**config.mk**
```make
export PLATFORM = sky130hd
export DESIGN_NAME = result_drain
export DESIGN_NICKNAME = d
export VERILOG_FILES = /design/src/rtl/result_drain.sv
export SDC_FILE = /design/constraint.sdc
export NUM_CORES = 1
export LEC_CHECK = 0
export CELL_PAD_IN_SITES_DETAIL_PLACEMENT = 1
export CELL_PAD_IN_SITES_GLOBAL_PLACEMENT = 1
export CORE_MARGIN = 5
export CORE_UTILIZATION = 37
export CTS_BUF_LIST = sky130_fd_sc_hd__clkbuf_8
export DETAILED_ROUTE_END_ITERATION = 7
export PLACE_DENSITY = 0.73
export SLEW_MARGIN = 20
export SYNTH_ARGS = -nofsm -noshare
export SYNTH_HDL_FRONTEND = slang
export SYNTH_SLANG_ARGS = --single-unit
```
**constraint.sdc**
```tcl
create_clock -name clk -period 15.9 [get_ports clk]
set_input_delay 3.18 -clock clk [delete_from_list [all_inputs] [get_ports clk]]
set_output_delay 3.18 -clock clk [all_outputs]
set_load 0.1 [all_outputs]
```
**src/rtl/result_drain.sv**
```systemverilog
// Result drain for an N x N systolic array.
// Snapshots the packed result matrix on capture, then streams it out one
// row (or one column, when transposed) per beat over a valid/ready handshake.
// A one-cycle done pulse follows the last beat. The drained data is copied
// bit for bit, with no arithmetic applied.
module result_drain #(
  parameter int ARRAY_SIZE = 4,
  parameter int DATA_WIDTH = 16
) (
  input  logic                                          clk,
  input  logic                                          rst,
  input  logic                                          capture,
  input  logic                                          transpose,
  input  logic [ARRAY_SIZE*ARRAY_SIZE*DATA_WIDTH-1:0]   results,
  output logic [ARRAY_SIZE*DATA_WIDTH-1:0]              out_data,
  output logic [$clog2(ARRAY_SIZE)-1:0]                 out_idx,
  output logic                                          out_valid,
  input  logic                                          out_ready,
  output logic                                          busy,
  output logic                                          done
);

  localparam int IDX_W = $clog2(ARRAY_SIZE);
  localparam logic [IDX_W-1:0] LAST = IDX_W'(ARRAY_SIZE - 1);

  typedef enum logic [1:0] {
    IDLE = 2'd0,
    SEND = 2'd1,
    DONE = 2'd2
  } state_t;

  state_t                state;
  logic [IDX_W-1:0]      cnt;
  logic                  tr;
  logic [DATA_WIDTH-1:0] bank [ARRAY_SIZE][ARRAY_SIZE];

  // Control FSM plus snapshot bank; all outputs except the data mux are registered.
  always_ff @(posedge clk) begin
    if (rst) begin
      state     <= IDLE;
      cnt       <= '0;
      tr        <= 1'b0;
      out_valid <= 1'b0;
      busy      <= 1'b0;
      done      <= 1'b0;
      for (int i = 0; i < ARRAY_SIZE; i++) begin
        for (int j = 0; j < ARRAY_SIZE; j++) begin
          bank[i][j] <= '0;
        end
      end
    end else begin
      case (state)
        IDLE: begin
          if (capture) begin
            // Element (0,0) sits in the MSBs of the packed matrix.
            for (int i = 0; i < ARRAY_SIZE; i++) begin
              for (int j = 0; j < ARRAY_SIZE; j++) begin
                bank[i][j] <= results[(ARRAY_SIZE*ARRAY_SIZE-(i*ARRAY_SIZE+j))*DATA_WIDTH-1 -: DATA_WIDTH];
              end
            end
            tr        <= transpose;
            cnt       <= '0;
            state     <= SEND;
            out_valid <= 1'b1;
            busy      <= 1'b1;
          end
        end
        SEND: begin
          // out_valid is always high here, so out_ready alone marks a transfer.
          if (out_ready) begin
            if (cnt == LAST) begin
              cnt       <= '0;
              state     <= DONE;
              out_valid <= 1'b0;
              done      <= 1'b1;
            end else begin
              cnt <= cnt + 1'b1;
            end
          end
        end
        DONE: begin
          // capture is deliberately not looked at here; it is accepted from IDLE only.
          state <= IDLE;
          done  <= 1'b0;
          busy  <= 1'b0;
        end
        default: begin
          state     <= IDLE;
          out_valid <= 1'b0;
          busy      <= 1'b0;
          done      <= 1'b0;
        end
      endcase
    end
  end

  // Beat select: row cnt of the bank, or column cnt when transposed.
  always_comb begin
    out_data = '0;
    for (int k = 0; k < ARRAY_SIZE; k++) begin
      if (tr) begin
        out_data[(ARRAY_SIZE-k)*DATA_WIDTH-1 -: DATA_WIDTH] = bank[k][cnt];
      end else begin
        out_data[(ARRAY_SIZE-k)*DATA_WIDTH-1 -: DATA_WIDTH] = bank[cnt][k];
      end
    end
  end

  assign out_idx = cnt;

endmodule

```
==> impl_metrics.csv, run 1 <==
group,metric,value,unit
status,status,"complete, no violations",
sta,setup_tns,0,ns
power,total_power,1.91,mW
job,max_cap_viol_count,0,
cts,clkLatencyLatePin,0.57,ns
sta,rsz0062_at_grt,"false",
place,dp.cells,1725,
floorplan,die_y,206,microns
sta,setup_viol,0,
drt,firstDrtPassIters,5,
hold_path,hold_path_class,"register to register",
grt,gr-usage-all-layers,23.2,%
layout,final_nets,1527,
synthesis,avgSynthCellArea,14.5,sq um
cts,post-cts-setup-buffers,0,
layout,layout_commonest_cell,"clkdlybuf4s50_1",
cts,clkSinkCount,266,
sta,finalCriticalPeriod,8.15,ns
place,hpwl,36000,microns
drt,drc_errors,0,
layout,stdcell_count,1820,
synthesis,syn_inst,980,
synthesis,ys_seq_area_share,55.7,%
synthesis,synth-seq-cells,266,
floorplan,core,37800,sq um
critical_path,critPathRequiredTime,12.72,ns
cts,cts_buffers,49,
cts,clockRootBuffer,"clkbuf_8",
floorplan,io_pins,330,
critical_path,critPathKind,"register to primary output",
drt,routedWlPerCell,27.6,microns
synthesis,ys_types,27,
floorplan,die_w,206,microns
drt,totalWireLength,50200,microns
synthesis,synthesis.nets,1242,
sta,hold_viol,0,
layout,final_cell_mix,"329 x clkdlybuf4s50_1, 256 x and3_1, 256 x edfxtp_1, 130 x mux2i_1",
drt,ant_nets,0,
synthesis,yosys_warnings,0,
sta,worst_pin_slew,1.07,ns
drt,viasPerCell,5.56,
sta,drv_slew,0,
floorplan,start_util,37.5,%
place,gp_routability_congestion,0.860,
critical_path,worstSetupEndpointType,"primary output",
critical_path,worst-path-max-fanout,53,
layout,final_layout_size_suffix_gt1_share,11.2,%
grt,grt_pass1_vias,11300,
floorplan,row_count,71,
layout,syn_to_final_growth,29.6,%
sta,finalCritPeriodShare,51.2,%
grt,grt_overflow,0,
sta,skew,0.0234,ns
power,vdd_drop_max,63.7,uV
power,power.static_leakage,7.12,nW
critical_path,start_kind,"register",
cts,htree_num_levels,2,
cts,clock_path_buffers,3,
sta,slew-limit-headroom,28.3,%
grt,grt_max_degree,150,
drt,drt_iter0_markers,573,
synthesis,syn_area,14200,sq um
cts,cts_hold_buf,0,
drt,route.vias.total,10100,
critical_path,cp_data_arrival_time,4.97,ns
power,powerDensity,104,nW/um^2
grt,grt_pass1_wl,72100,microns
cts,cts_tree,"done",
cts,post_cts_resized,0,
cts,clkSlewWorstSetupHoldPaths,0.06,ns
floorplan,die_area,42300,sq um
layout,fillers,3794,
grt,antenna_found_initial,15,
sta,max_freq,0.123,GHz
place,portBuffers,329,
-- report_power, final --
group	switching, mW	internal [mW]	leakage [nW]
logic	0.266	0.155	3.75
registers	0.0439	0.828	2.85
clock network	0.294	0.328	0.528
total	0.604	1.31	7.12
-- flip-flops by register name, summed over array words and instances, names as in the netlist, named ones only --
name,cells
busy,1
out_valid,1
done,1
out_idx,2
tr,1
state,2
bank,256
-- layout make-up --
class,count,area [sq um],area share (%)
timing repair buffer,342,3400,18.5
sequential,266,7900,43.0
inverter,2,10.0,0.0545
tap,511,639,3.48
multi-input combinational,604,5480,29.9
clock buffer,51,702,3.82
antenna,7,17.5,0.0955
clock inverter,37,201,1.10
-- critical path, cell delays in order, from the launching register on --
cell	delay, ns
dfxtp_4	0.83
buf_4	0.86
buf_4	0.71
mux2i_1	0.18
o221ai_1	0.40
clkdlybuf4s50_1	1.22
-- synth_stat cells --
master | instances | area, sq um
nor3_1 | 2 | 10.0
and2_1 | 2 | 12.5
inv_1 | 2 | 7.51
buf_2 | 14 | 70.1
buf_8 | 20 | 300
mux2i_1 | 130 | 1300
mux4_2 | 64 | 1440
nand2b_1 | 65 | 407
buf_12 | 2 | 40.0
a2111oi_0 | 1 | 8.76
buf_4 | 6 | 45.0
edfxtp_1 | 256 | 7690
or2_2 | 1 | 6.26
a31o_2 | 1 | 8.76
o221ai_1 | 64 | 561
nor4b_1 | 1 | 8.76
and3_1 | 256 | 1600
nand2_1 | 1 | 3.75
clkbuf_1 | 54 | 203
a21oi_1 | 6 | 30.0
ha_1 | 1 | 12.5
nor3b_4 | 1 | 18.8
o21ai_0 | 3 | 15.0
nor2_1 | 3 | 11.3
dfxtp_1 | 10 | 200
buf_6 | 12 | 135
nand4b_1 | 2 | 17.5
-- per-stage QoR --
stage | util (%) | cell area (sq um) | setup WS, ns | hold slack, ns
2_1_floorplan | - | 14200 | 8.47 | 0.521
3_3_place_gp | 46.1 | 17400 | 8.45 | 0.477
3_5_place_dp | 46.1 | 17400 | 8.38 | 0.476
4_1_cts | 48.5 | 18300 | 7.75 | 0.492
5_1_grt | 48.6 | 18300 | 7.59 | 0.521
6_report | 48.6 | 18400 | 7.75 | 0.488
-- routing by layer --
layer / vias up / GRT usage, % / wire [microns]
li1: 4513 / - / -
met1: 5059 / 23.9 / 17000
met2: 396 / 42.3 / 26700
met3: 128 / 6.82 / 3400
met4: 16 / 12.6 / 2950
met5: - / 0 / 121
-- worst paths after layout --
kind                   start           end  slack (ns)  cells past startpoint
hold / removal     out_valid     out_valid        0.49                      1
setup reg to reg    state[1]   bank[3][60]       11.66                      5
hold reg to reg    out_valid     out_valid        0.49                      1
setup / recovery  out_idx[0]  out_data[62]        7.75                      5
-- cell families (layout without fill, tap and decap cells) --
kind of cell | count (synthesis) | after routing | synth area share, %
simple gates | 334 | 334 | 14.8
flops | 266 | 266 | 55.7
mux | 194 | 194 | 19.4
buf+inv | 110 | 432 | 5.65
compound gates | 75 | 75 | 4.40
fa+ha+maj | 1 | 1 | 0.0883
other cells | 0 | 7 | 0
Note: power is estimated with default switching activity, not from simulation.
==> run 2: changes to the inputs <==
Clock period 15.9 ns to 7.75 ns, I/O delays scaled along.
==> run 2 against run 1 <==
Power grew 99%. Register-to-register slack lost 7.4 ns. Via count shrank 1.3%. Sequential share of layout area grew 0.15 points. Critical path depth shrank 1. Routed wire length shrank 4.8%. Final area shrank 0.35%.
==> impl_metrics.csv, run 2 (synthesized netlist as in run 1, its figures left out) <==
group,metric,value,unit
grt,grt_pass1_wl,68900,microns
critical_path,r2r_start,"state[1]",
layout,multi_input_area,5480,sq um
sta,setup_viol,0,
drt,wl_met2,25800,microns
grt,gr-usage-all-layers,21.9,%
cts,cts_tree,"done",
critical_path,r2r_slack,4.29,ns
cts,clkSlewWorstSetupHoldPaths,0.06,ns
floorplan,start_util,37.5,%
cts,cts_hold_buf,0,
power,powerDensity,208,nW/um^2
drt,route.vias.total,9976,
drt,totalWireLength,47800,microns
drt,drt_iter0_markers,587,
layout,layout_commonest_cell,"clkdlybuf4s50_1",
cts,post-cts-setup-buffers,0,
sta,drv_slew,0,
drt,drc_errors,0,
critical_path,r2r_end,"bank[0][14]",
floorplan,die_w,206,microns
power,power.static_leakage,7.11,nW
layout,fillers,3808,
floorplan,die_y,206,microns
sta,finalCriticalPeriod,5.51,ns
grt,grt_pass1_vias,11000,
layout,final_layout_size_suffix_gt1_share,10.6,%
layout,largest_register_ffs,256,
sta,slew-limit-headroom,26.5,%
critical_path,critPathRequiredTime,6.20,ns
layout,syn_to_final_growth,29.1,%
drt,ant_nets,0,
layout,final_nets,1523,
grt,antenna_found_initial,13,
sta,max_freq,0.182,GHz
sta,finalCritPeriodShare,71.1,%
cts,clkLatencyLatePin,0.57,ns
status,status,"complete, no violations",
cts,clockRootBuffer,"clkbuf_8",
drt,viasPerCell,5.50,
critical_path,startpoint,"out_idx[0]",
grt,grt_overflow,0,
hold_path,hold_path_class,"register to register",
sta,setup_tns,0,ns
place,hpwl,33900,microns
sta,skew,0.0304,ns
drt,highest_layer,"met5",
job,max_cap_viol_count,0,
layout,seq_area,7900,sq um
hold_path,hp-start,"out_valid",
sta,hold_viol,0,
drt,firstDrtPassIters,4,
layout,final_cell_mix,"329 x clkdlybuf4s50_1, 256 x and3_1, 256 x edfxtp_1, 130 x mux2i_1",
critical_path,worstRegToRegCells,4,
layout,top_register,"bank",
critical_path,endpoint,"out_data[53]",
grt,grt_max_degree,260,
place,gp_routability_congestion,0.876,
critical_path,cp_data_arrival_time,3.96,ns
critical_path,worst-path-max-fanout,50,
drt,routedWlPerCell,26.4,microns
cts,clock_path_buffers,3,
critical_path,start_kind,"register",
cts,post_cts_resized,0,
critical_path,worstSetupEndpointType,"primary output",
cts,cts_buffers,47,
cts,htree_num_levels,2,
floorplan,die_area,42300,sq um
sta,rsz0062_at_grt,"false",
floorplan,core,37800,sq um
floorplan,row_count,71,
floorplan,io_pins,330,
sta,worst_pin_slew,1.10,ns
drt,met1_length,16800,microns
critical_path,critPathKind,"register to primary output",
power,vdd_drop_max,117,uV
drt,wl_met3,3250,microns
layout,fin_util,48.4,%
place,portBuffers,329,
cts,clkSinkCount,266,
==> run 2: routing by layer <==
layer	vias up	GRT usage, %
met5	-	0
met4	18	8.47
met3	101	5.96
met2	356	40.6
met1	4998	23.8
li1	4503	-
==> run 2: per-stage QoR <==
step / cell area [sq um] / setup WS [ns] / power (mW) / instances / hold slack (ns)
2_1_floorplan: 14200 / 1.95 / 2.36 / 980 / 0.521
3_3_place_gp: 17500 / 2.81 / 2.67 / 1723 / 0.476
3_5_place_dp: 17500 / 2.75 / 2.68 / 1723 / 0.494
4_1_cts: 18300 / 2.15 / 3.85 / 1809 / 0.508
5_1_grt: 18300 / 2.07 / 3.95 / 1812 / 0.540
6_report: 18300 / 2.24 / 3.80 / 1813 / 0.499
==> run 2: layout make-up <==
cell class / instances / area share (%)
antenna: 4 / 0.0547
timing repair buffer: 340 / 18.7
sequential: 266 / 43.2
multi-input combinational: 604 / 30.0
clock inverter: 38 / 0.855
clock buffer: 48 / 3.61
inverter: 2 / 0.0684
tap: 511 / 3.50
==> run 2: power by group <==
part | switching (mW) | internal [mW] | total, mW
registers | 0.0816 | 1.70 | 1.78
logic | 0.547 | 0.320 | 0.867
clock network | 0.583 | 0.575 | 1.16
==> run 2: how the worst min path moves through the flow <==
stage / cells past startpoint / slack [ns] / end
floorplan: 2 / 0.52 / state[1]
global placement: 1 / 0.48 / out_valid
detailed placement: 1 / 0.49 / out_valid
CTS: 1 / 0.51 / out_valid
global route: 1 / 0.54 / out_valid
finish: 1 / 0.50 / out_valid
==> run 2: critical path, cell delays in order (launching register included) <==
cell and delay [ns]:
dfxtp_4 0.93, buf_4 0.57, mux2i_1 0.24, o221ai_1 0.38, clkdlybuf4s50_1 1.21
